==> src/rtl/mem_loader_pkg.sv <==
// Shared definitions for the stream-to-memory loader.
//   loader_state_e : loader FSM states
//   read_lat()     : memory read latency in cycles (1 without an output register, 2 with)
package mem_loader_pkg;

  typedef enum logic [2:0] {
    StIdle,
    StWrite,
    StVerify,
    StFlush,
    StDone
  } loader_state_e;

  function automatic int unsigned read_lat(input bit output_reg_true);
    return output_reg_true ? 32'd2 : 32'd1;
  endfunction

endpackage

==> src/rtl/mem_read_tracker.sv <==
// Read-back tracker for the loader's verify pass.
// Tags each issued read through a READ_LAT-deep valid pipe. Each tagged rd_data word is
// added into a running checksum.
//   i_clk, i_reset : clock, asynchronous active-high reset
//   i_clear        : clears the checksum (new load accepted)
//   i_issue        : a read address is presented this cycle
//   i_rd_data      : memory read data, valid READ_LAT cycles after its issue
//   o_rsum         : additive read-side checksum, modulo 2**DATA_WIDTH
//   o_empty        : no reads in flight
module mem_read_tracker
  import mem_loader_pkg::*;
#(
  parameter int unsigned DATA_WIDTH = 16,
  parameter int unsigned READ_LAT   = 1
) (
  input  logic                  i_clk,
  input  logic                  i_reset,
  input  logic                  i_clear,
  input  logic                  i_issue,
  input  logic [DATA_WIDTH-1:0] i_rd_data,
  output logic [DATA_WIDTH-1:0] o_rsum,
  output logic                  o_empty
);

  logic [READ_LAT-1:0]   r_vld;
  logic [READ_LAT-1:0]   w_vld_d;
  logic [DATA_WIDTH-1:0] r_rsum;

  // Shift towards the MSB. The MSB marks the cycle in which rd_data belongs to an issue.
  always_comb begin
    w_vld_d    = r_vld << 1;
    w_vld_d[0] = i_issue;
  end

  always_ff @(posedge i_clk or posedge i_reset) begin
    if (i_reset) begin
      r_vld  <= '0;
      r_rsum <= '0;
    end else begin
      r_vld <= w_vld_d;
      if (i_clear) begin
        r_rsum <= '0;
      end else if (r_vld[READ_LAT-1]) begin
        r_rsum <= r_rsum + i_rd_data;
      end
    end
  end

  always_comb begin
    o_rsum  = r_rsum;
    o_empty = (r_vld == '0);
  end

endmodule

==> src/rtl/mem_stream_loader.sv <==
// Loads a valid/ready word stream into a memory write port. Words go to consecutive
// addresses from a programmable base, and the address wraps at the top of memory. After
// the load, the block can read the same region back and compare additive checksums.
//   i_clk, i_reset           : clock, asynchronous active-high reset
//   i_start                  : one-cycle pulse, accepted only when idle
//   i_base_addr, i_length    : first address and word count (0..2**ADDR_WIDTH), sampled on start
//   i_s_valid/i_s_data       : input stream; o_s_ready completes the handshake
//   o_wr_en/addr/data        : memory write port (registered)
//   o_rd_addr, i_rd_data     : memory read port, READ_LAT cycles of latency
//   o_busy, o_done           : activity flag and one-cycle completion pulse
//   o_pass, o_checksum       : verify result and write-side checksum, held until next start
module mem_stream_loader
  import mem_loader_pkg::*;
#(
  parameter int unsigned DATA_WIDTH = 16,
  parameter int unsigned ADDR_WIDTH = 8,
  parameter string       OUTPUT_REG = "FALSE",
  parameter string       VERIFY     = "TRUE"
) (
  input  logic                  i_clk,
  input  logic                  i_reset,
  input  logic                  i_start,
  input  logic [ADDR_WIDTH-1:0] i_base_addr,
  input  logic [ADDR_WIDTH:0]   i_length,
  input  logic                  i_s_valid,
  input  logic [DATA_WIDTH-1:0] i_s_data,
  output logic                  o_s_ready,
  output logic                  o_wr_en,
  output logic [ADDR_WIDTH-1:0] o_wr_addr,
  output logic [DATA_WIDTH-1:0] o_wr_data,
  output logic [ADDR_WIDTH-1:0] o_rd_addr,
  input  logic [DATA_WIDTH-1:0] i_rd_data,
  output logic                  o_busy,
  output logic                  o_done,
  output logic                  o_pass,
  output logic [DATA_WIDTH-1:0] o_checksum
);

  localparam int unsigned ReadLat  = read_lat(OUTPUT_REG == "TRUE");
  localparam bit          DoVerify = (VERIFY == "TRUE");
  localparam int unsigned CntW     = ADDR_WIDTH + 1;

  loader_state_e r_state, w_state_d;

  logic [CntW-1:0]       r_len;
  logic [ADDR_WIDTH-1:0] r_wr_ptr;
  logic [CntW-1:0]       r_wr_cnt;
  logic [DATA_WIDTH-1:0] r_wsum;
  logic                  r_wr_en;
  logic [ADDR_WIDTH-1:0] r_wr_addr;
  logic [DATA_WIDTH-1:0] r_wr_data;
  logic [ADDR_WIDTH-1:0] r_rd_addr;
  logic [CntW-1:0]       r_rd_cnt;
  logic [DATA_WIDTH-1:0] r_checksum;
  logic                  r_pass;

  logic                  w_start_acc;
  logic                  w_ready;
  logic                  w_hs;
  logic                  w_last_wr;
  logic                  w_issue;
  logic                  w_last_rd;
  logic                  w_rd_empty;
  logic                  w_pass_now;
  logic [DATA_WIDTH-1:0] w_rsum;

  always_comb begin
    w_start_acc = (r_state == StIdle) && i_start;
    // Ready drops as soon as the count is reached, independent of the state change.
    w_ready     = (r_state == StWrite) && (r_wr_cnt != r_len);
    w_hs        = w_ready && i_s_valid;
    w_last_wr   = w_hs && (r_wr_cnt == r_len - CntW'(1));
    // The first verify cycle still carries the final write pulse. Holding off the first
    // read until that write has landed keeps read-after-write to one address safe.
    w_issue     = (r_state == StVerify) && !r_wr_en;
    w_last_rd   = w_issue && (r_rd_cnt == r_len - CntW'(1));
    w_pass_now  = !DoVerify || (r_wsum == w_rsum);
  end

  always_comb begin
    w_state_d = r_state;
    unique case (r_state)
      StIdle: begin
        if (i_start) w_state_d = (i_length == '0) ? StDone : StWrite;
      end
      StWrite: begin
        if (w_last_wr) w_state_d = DoVerify ? StVerify : StDone;
      end
      StVerify: begin
        if (w_last_rd) w_state_d = StFlush;
      end
      StFlush: begin
        if (w_rd_empty) w_state_d = StDone;
      end
      StDone: begin
        w_state_d = StIdle;
      end
      default: begin
        w_state_d = StIdle;
      end
    endcase
  end

  always_ff @(posedge i_clk or posedge i_reset) begin
    if (i_reset) begin
      r_state    <= StIdle;
      r_len      <= '0;
      r_wr_ptr   <= '0;
      r_wr_cnt   <= '0;
      r_wsum     <= '0;
      r_wr_en    <= 1'b0;
      r_wr_addr  <= '0;
      r_wr_data  <= '0;
      r_rd_addr  <= '0;
      r_rd_cnt   <= '0;
      r_checksum <= '0;
      r_pass     <= 1'b0;
    end else begin
      r_state <= w_state_d;
      r_wr_en <= w_hs;

      if (w_start_acc) begin
        r_len     <= i_length;
        r_wr_ptr  <= i_base_addr;
        r_wr_cnt  <= '0;
        r_wsum    <= '0;
        r_rd_addr <= i_base_addr;
        r_rd_cnt  <= '0;
      end

      if (w_hs) begin
        r_wr_addr <= r_wr_ptr;
        r_wr_data <= i_s_data;
        r_wr_ptr  <= r_wr_ptr + ADDR_WIDTH'(1);
        r_wr_cnt  <= r_wr_cnt + CntW'(1);
        r_wsum    <= r_wsum + i_s_data;
      end

      if (w_issue) begin
        r_rd_addr <= r_rd_addr + ADDR_WIDTH'(1);
        r_rd_cnt  <= r_rd_cnt + CntW'(1);
      end

      // Capture the result so it stays visible after the done pulse.
      if (r_state == StDone) begin
        r_checksum <= r_wsum;
        r_pass     <= w_pass_now;
      end
    end
  end

  mem_read_tracker #(
    .DATA_WIDTH(DATA_WIDTH),
    .READ_LAT  (ReadLat)
  ) u_read_tracker (
    .i_clk    (i_clk),
    .i_reset  (i_reset),
    .i_clear  (w_start_acc),
    .i_issue  (w_issue),
    .i_rd_data(i_rd_data),
    .o_rsum   (w_rsum),
    .o_empty  (w_rd_empty)
  );

  always_comb begin
    o_s_ready  = w_ready;
    o_wr_en    = r_wr_en;
    o_wr_addr  = r_wr_addr;
    o_wr_data  = r_wr_data;
    o_rd_addr  = r_rd_addr;
    o_busy     = w_start_acc || (r_state inside {StWrite, StVerify, StFlush});
    o_done     = (r_state == StDone);
    // During the done cycle the live result is shown. Afterwards the captured copy is shown.
    o_checksum = (r_state == StDone) ? r_wsum : r_checksum;
    o_pass     = (r_state == StDone) ? w_pass_now : r_pass;
  end

endmodule
==> config.mk <==
export PLATFORM = sky130hd
export DESIGN_NAME = mem_stream_loader
export DESIGN_NICKNAME = d
export VERILOG_FILES = /design/src/rtl/mem_loader_pkg.sv /design/src/rtl/mem_read_tracker.sv /design/src/rtl/mem_stream_loader.sv
export SDC_FILE = /design/constraint.sdc
export NUM_CORES = 1
export LEC_CHECK = 0
export CAP_MARGIN = 20
export CORE_MARGIN = 2
export CORE_UTILIZATION = 35
export CTS_CLUSTER_DIAMETER = 50
export DETAILED_ROUTE_END_ITERATION = 12
export GPL_ROUTABILITY_DRIVEN = 0
export GPL_TIMING_DRIVEN = 1
export PLACE_DENSITY_LB_ADDON = 0.15
export RECOVER_POWER = 25
export SKIP_CTS_REPAIR_TIMING = 1
export SLEW_MARGIN = 5
export SYNTH_ARGS = -nofsm -noshare
export SYNTH_HDL_FRONTEND = slang
export SYNTH_SLANG_ARGS = --single-unit
export TNS_END_PERCENT = 100
==> constraint.sdc <==
create_clock -name i_clk -period 10.4 [get_ports i_clk]
set_input_delay 2.6 -clock i_clk [delete_from_list [all_inputs] [get_ports i_clk]]
set_output_delay 2.6 -clock i_clk [all_outputs]
set_load 0.03 [all_outputs]
* Yosys cells after proc, flatten, opt, wreduce, memory -nomap -nowiden
Index checks and enable logic that the tools add are counted.
** Cells by class
- Add/sub/neg operators :: 7
- Eq/ne operators :: 12
- Multiplexer cells :: 18
- Reductions and logical operators :: 15
** Operators by type and width (count)
- 2-to-1 mux 16 bit :: 5
- adder 16 bit :: 2
- 2-to-1 mux 9 bit :: 3
- 2-to-1 mux 8 bit :: 3
- adder 9 x 1 -> 9 bit, second input constant :: 2
- equality test 9 bit :: 2
- adder 8 x 1 -> 8 bit, second input constant :: 2
- equality test 16 bit :: 1
- 2-to-1 mux 3 bit :: 5
- one-hot mux 3 bit (4 select lines) :: 1
- logical NOT 9 bit :: 1
- != test 9 bit :: 1
- subtractor 9 x 1 -> 9 bit, second input constant :: 1
- != test 2 bit, second input constant :: 4
- equality test 3 x 2 -> 1 bit, second input constant :: 2
- logical AND 1 bit :: 6
- nonzero test 2 bit :: 3
- AND reduction 4 bit :: 1
- equality test 3 x 1 -> 1 bit, second input constant :: 1
- equality test 3 bit, second input constant :: 1
- logical NOT 3 bit :: 1
- nonzero test 3 bit :: 1
- logical NOT 1 bit :: 1
- logical OR 1 bit :: 1
- 2-to-1 mux 1 bit :: 1
** Storage, ports and cells
- Bits in registers :: 121
- Input bits :: 53
- Output and inout port bits :: 53
- Logic and storage cells :: 66

* Depth between registers and ports, before layout
- Depth in word-level cells :: 6
- Gate-level depth with buffers :: 10
- Mapped depth without buffers :: 10

* By module
From an unflattened synthesis, not the netlist that was laid out.
** Second synthesis, totals
- Cell total of the unflattened synthesis :: 798
- Area, all modules :: 7245.7 µm²
** By module, submodules not included
- mem_stream_loader :: instances 1, cells an instance 624, area an instance 5733.0 µm², sequential area each 2602.5 µm²
- mem_read_tracker :: instances 1, cells an instance 174, area an instance 1512.7 µm², sequential area each 425.4 µm²

* Least setup slack after synthesis
OpenSTA, ideal clock, no wires.
- Path type :: input to output
- From :: input port i_start
- To :: output port o_busy
- Arrival :: 3.033 ns
- Required time :: 7.800 ns
- Slack :: 4.767 ns
- Cell stages on the path :: 2
- Buffers on the path :: 0
- Cells stage by stage :: nor3_1 > nor2_1
** Between the ends
- Longest elaborated chain between the ends :: 2
** RTL lines
- from (decl) :: line mem_stream_loader.sv:22 : input logic i_start,
- logical AND 1 bit :: line mem_stream_loader.sv:68 : w_start_acc = (r_state == StIdle) && i_start;
- logical OR 1 bit :: line mem_stream_loader.sv:171 : o_busy = w_start_acc || (r_state inside {StWrite, StVerify, StFlush});
- to (decl) :: line mem_stream_loader.sv:33 : output logic o_busy,
Every way passes these cells.

* Worst setup path after layout
Ends and elaborated chain as after synthesis.

==> key figures <==
Run status
  – Outcome: complete, but fails checks
  – Failing checks: max-capacitance violations, max-slew violations

Timing
  – Final hold vios: 0
  – Relative slew slack: -69.0%
  – Clock skew: between 0.01 and 0.015 ns
  – Final WS setup: 3.85 ns
  – RSZ-0062 raised after global routing: false
  – Actual slew at the worst max-slew pin: 2.52 ns
  – Fin Setup TNS: 0 ns
  – Fin crit share: 63.0%
  – Final setup fails: 0
  – Slew Limit Fails: 58
  – Achievable Freq: 153 MHz
  – Final min period: around 6.6 ns

Worst setup path
  – FF-to-FF path depth: 8
  – Critical Path AT: 3.95 ns
  – Delay-heaviest family, CP: buffers and inverters
  – Worst Setup SP: i_start
  – Crit path cell chain: clkdlybuf4s50_1, nor3_1, nor2_1, clkdlybuf4s50_1
  – Startpoint class of the critical path: input port
  – Slowest cell on crit path: clkdlybuf4s50_1
  – Required time worst endpoint: roughly 8 ns
  – Reg2reg start: r_len[0]
  – R2R Path End: r_wr_ptr[7]
  – Crit path kind: in2out
  – CP Max Fanout: 5
  – Delay of the slowest critical-path stage: 0.67 ns
  – Buf/Inv on CP: 2
  – Crit end category: output port
  – Most frequent CP cell: clkdlybuf4s50_1
  – Reg-to-reg slack, setup: 6.93 ns

Die
  – Row count: between 50 and 60
  – Core ar.: 20,200 µm²
  – Initial Utilization: 35.7%
  – Die ar.: 21,800 µm²
  – Die H: 148 µm
  – Io pins: between 100 and 150
  – Die Width: 148 µm

Drt
  – Vias/cell: 5.28
  – DRT Pass-1 Iters: 5
  – # DRC: 0
  – DRT iter0 DRCs: 289
  – Routed WL: 18.9 mm
  – Routed length per placed instance: 16.7 µm
  – DR vias: roughly 6,000
  – ANT nets after route: 0

Logic synthesis
  – Async S/R FF share, synth: 100%
  – Main synth FF type: dfrtp_1
  – EDFF count, synth: 0
  – Sequential-to-total area share from yosys stat: 41.9%
  – FF+latch count, synth: about 120
  – Mapped Nets: 852
  – Syn. warnings: 0
  – Cell count after synthesis: 762
  – Synth cell types: 58
  – Synthesized cell area: 7230 µm²
  – Post-synthesis average cell area: roughly 9.5 µm²

Min path
  – Hold path startpoint: r_checksum[14]
  – Hold Path Sink: r_checksum[14]
  – Hold depth: 1
  – Worst Hold Class: reg2reg

CTS
  – Clock Sinks: around 120
  – H-tree level count: 4
  – Num CTS Buffers: 17
  – Clock Tree Root: clkbuf_16
  – Skew-Pair Late Insertion Delay: 0.42 ns
  – Clock Path Buffers: 2
  – Clock-pin slew on the worst setup and hold paths: 0.05 ns
  – TritonCTS clock tree: built

Global route
  – Initial antenna violation count: 0
  – Grt ovf: 0
  – Vias in the first global route: 6,042
  – Largest net degree at the start of global routing: 87
  – GRT Total Usage: 18.0%
  – Global-route wire length before repair: approximately 31 mm

Finish
  – Area of the multi-input gates: 3960 µm²
  – Share of cells above drive strength 1: 7.51%
  – # diodes: 0
  – Layout area overhead: 25.5%
  – Fin nets: ~940
  – FF/Latch Area: roughly 3000 µm²
  – Filler cells: 1,877

Power and ir drop
  – Pwr dens: 268 nW/µm²
  – VDD IR max: 0.000144 V
  – Leak Pwr: 4.01 nW

Place
  – Post-DP HPWL: approximately 13 mm
  – Pre-CTS setup slack: just under 4 ns
  – Port buffer count: roughly 110

Job
  – Max_cap viols: 1
==> cells in the mapped netlist (all sizes together) (4+ instances only) <==
cell type    n  share of area [%]
xnor2       32                3.9
o211a        5               0.69
nor2        51                2.8
nand3b       7               0.73
o21ai       62                4.3
ha          35                6.1
inv         16               0.83
o31ai        6               0.62
mux2i       15                2.1
clkbuf      24                1.2
dfrtp      121                 42
nand2b       5               0.43
o22ai        4               0.35
nor3        10               0.69
a211oi       4               0.42
nand3       42                2.9
nand4       17                1.5
nor2b       13                1.1
o21a         4               0.42
xor2        27                3.3
nand2       86                4.5
a31oi        8               0.69
buf         15                1.2
o311ai       5               0.61
o211ai       6               0.62
and2         4               0.35
and3        10               0.87
a21o        13                1.4
mux2        37                5.8
a21oi       33                2.3
==> layout by cell type (no fill, tap or decap), drive strengths merged, types with 4 or more instances in the layout <==
cell type / n
o21ai: 62
mux2: 37
xor2: 27
clkdlybuf4s50: 104
a211oi: 4
nand3b: 7
o311ai: 5
a21o: 13
xnor2: 32
a21oi: 33
and3: 10
o211ai: 6
clkbuf: 27
dfrtp: 121
o22ai: 4
nor2: 51
and2: 4
mux2i: 15
nand2b: 5
nand4: 17
ha: 35
a31oi: 8
nor2b: 13
o31ai: 6
nand2: 86
buf: 4
o211a: 5
nand3: 42
inv: 15
o21a: 4
nor3: 10
==> worst max-delay path by stage <==
stage	endpoint	slack (ns)	depth (start not counted)
6_report	o_busy	3.85	4
5_1_grt	o_busy	3.78	4
4_1_cts	o_busy	3.84	4
3_5_place_dp	o_busy	3.84	4
3_3_place_gp	o_busy	3.83	4
2_1_floorplan	o_rd_addr[0]	4.59	1
==> cells by family after synthesis <==
family	after synthesis	synth area share [%]
compound gates	174	15.4
xor+xnor	59	7.15
fa+ha+maj	37	6.61
buf+inv	55	3.29
flops	121	41.9
mux	52	7.84
simple gates	264	17.8
==> state kept, by name, summed over array words and instances (netlist names), 9 cells and up <==
signal                 cells
u_read_tracker.o_rsum     16
r_len                      9
r_checksum                16
r_wsum                    16
r_wr_cnt                   9
r_rd_cnt                   9
o_wr_data                 16
==> area by class of cell <==
type | count | area share (%)
clock buffers | 26 | 5.61
repair buffers | 110 | 12.0
flip-flops and latches | 121 | 33.4
inverters | 16 | 0.676
clock inverters | 6 | 0.952
multi-input cells | 586 | 43.7
well taps | 270 | 3.72
==> power by group <==
| group | internal, mW | switching (mW) |
|---|---|---|
| clock network | 0.384 | 0.212 |
| logic | 0.458 | 0.576 |
| registers | 0.614 | 0.187 |
==> per-layer routing <==
metal | wire, µm | GRT usage (%) | vias to the layer above | part of all wire, %
met4 | 505 | 7.45 | 0 | 2.7
met1 | 8550 | 23.4 | 2872 | 45
li1 | - | - | 2927 | -
met5 | 0 | 0 | - | 0
met3 | 990 | 4.85 | 34 | 5.2
met2 | 8870 | 28.4 | 162 | 47
==> through the flow <==
stage	hold WS [ns]	total power, mW	instance area [µm²]	std cells	utilization (%)
global placement	0.475	1.81	8480	1103	41.9
finish	0.481	2.43	9070	1135	44.8
CTS	0.484	2.45	9080	1135	44.9
detailed placement	0.475	1.84	8480	1103	41.9
global route	0.499	2.61	9070	1135	44.8
floorplan	0.443	1.52	7230	762	-
==> worst reg2reg max path: stages, from the launching register on <==
cell	delay, ns
dfrtp_1	0.49
xor2_1	0.22
nor4b_1	0.45
a311o_2	0.24
buf_4	0.64
inv_1	0.45
nor2_1	0.55
o21ai_0	0.17
o311ai_0	0.13
No activity file was read; power rests on OpenSTA's default activity.
==> variant (same flow settings) <==
`ADDR_WIDTH`: 8 -> 9.
--- a/src/rtl/mem_stream_loader.sv
+++ b/src/rtl/mem_stream_loader.sv
@@ -14,5 +14,5 @@
 #(
   parameter int unsigned DATA_WIDTH = 16,
-  parameter int unsigned ADDR_WIDTH = 8,
+  parameter int unsigned ADDR_WIDTH = 9,
   parameter string       OUTPUT_REG = "FALSE",
   parameter string       VERIFY     = "TRUE"
Ports: changed (resized i_base_addr, i_length, o_rd_addr and o_wr_addr); port bits go from 106 to 110. The function was not compared with the original's and may differ.
==> variant against the original RTL <==
The flow still finishes with violations (capacitance limit, slew limit). Final area rose by 2.7%. Setup slack worse by 0.071 ns. Synthesized cell count grew 5.5%. Critical path depth is the same. Sequential cell count increased by 6. Largest power group unchanged. Power is 8.5% higher. Critical endpoint unchanged. Critical path type unchanged. Highest routed layer unchanged. Area after synthesis up 3.3%. Wire length up 6.2%.
==> variant: results (changes against the original RTL) <==
portBuffers: 109  # +3.8%
seq_area_frac_synth_pct: 42.57  # +0.67 points
p_switching_mw: 1.105  # +13%
status: "finished with violations"
grt_pass1_vias: 5966  # -1.3%
hpwl_mm: 14.11  # +5.0%
violations: "capacitance limit, slew limit"
grt_use_total_pct: 18.54  # +0.57 points
drv_cap: 4  # +3
hold_ws_ns: 0.4738  # -0.007060 ns
yosys-top-cells-count: "136 x nand2_1, 127 x dfrtp_1, 51 x xnor2_1, 50 x o21ai_0, 41 x nand3_1"
p_leak_nw: 4.089  # +2.0%
min-delay-start: "o_wr_data[1]"
cp_max_fo: 4  # -1
drtIter0Drc: 278  # -3.8%
grt_max_degree: 85  # -2.3%
ff2ff_path_depth: 7  # -1
ys_types: 71  # +22%
gr-usage-met3_pct: 4.421  # -0.42 points
skew_ns: 0.01720  # +0.006828 ns
placed_area_um2: 8762  # +3.3%
slew_headroom_pct: -73.67  # -4.7 points
whs_path_depth: 2  # +1
use_met2_pct: 29.77  # +1.4 points
synth_fp_nets: 896  # +5.2%
drv_slew: 158  # +170%
worst_ep_arrival_time_ns: 4.03  # +0.08 ns
variant: cell count changes after synthesis, moves of 10 or more:
| cell | before | now |
|---|---|---|
| mux2_2 | 37 | 19 |
| xor2_1 | 27 | 17 |
| o21ai_1 | 0 | 20 |
| o21ai_0 | 62 | 50 |
| nand2_1 | 86 | 136 |
| nor2_1 | 50 | 35 |
| xnor2_1 | 32 | 51 |
variant: how the worst max path moves through the flow:
| stage | startpoint | end | depth (start not counted) |
|---|---|---|---|
| detailed placement | i_start | o_busy | 4 |
| floorplan | i_reset | o_rd_addr[0] | 1 |
| finish | i_start | o_busy | 4 |
| global placement | i_start | o_busy | 4 |
| CTS | i_start | o_busy | 4 |
| global route | i_start | o_busy | 4 |
variant: final cells by class:
type,count,area (µm²)
well taps,275,344.1
fillers,2125,11640
clock buffers,22,474.2
repair buffers,113,1114
flip-flops and latches,127,3178
clock inverters,10,87.58
inverters,22,83.83
multi-input cells,613,4034
variant: kinds of logic after synthesis:
kind of cell,synth area share (%)
AOI/OAI and AO/OA,16.42
xor gates and xnor gates,8.497
adders and majority gates,6.402
buffers and inverters,3.536
DFF,42.57
muxes,3.670
and+or+nand+nor,18.90
variant: per-layer routing:
layer	routed length [µm]	vias up	share of wire, %
met3	866	19	4.3
li1	-	3036	-
met2	9437	103	47
met5	0	-	0
met1	9364	2951	47
met4	425	0	2.1
variant: power by group through the flow:
stage,clock [mW],combinational [mW],sequential (mW)
floorplan,0,0.766,0.900
global placement,0,1.23,0.857
detailed placement,0,1.23,0.856
CTS,0.582,1.24,0.852
global route,0.604,1.34,0.877
finish,0.570,1.22,0.849
variant: metrics by stage:
step	setup slack [ns]	utilization, %	std cells
finish	3.775	44.45	1182
global placement	3.865	41.81	1150
global route	3.711	44.45	1182
detailed placement	3.846	41.81	1150
CTS	3.846	44.49	1182
floorplan	4.416	-	804
variant: critical path, stage by stage:
cell and delay, ns:
dlygate4sd3_1 0.59, nor3_1 0.06, nor2_1 0.10, clkdlybuf4s50_1 0.67
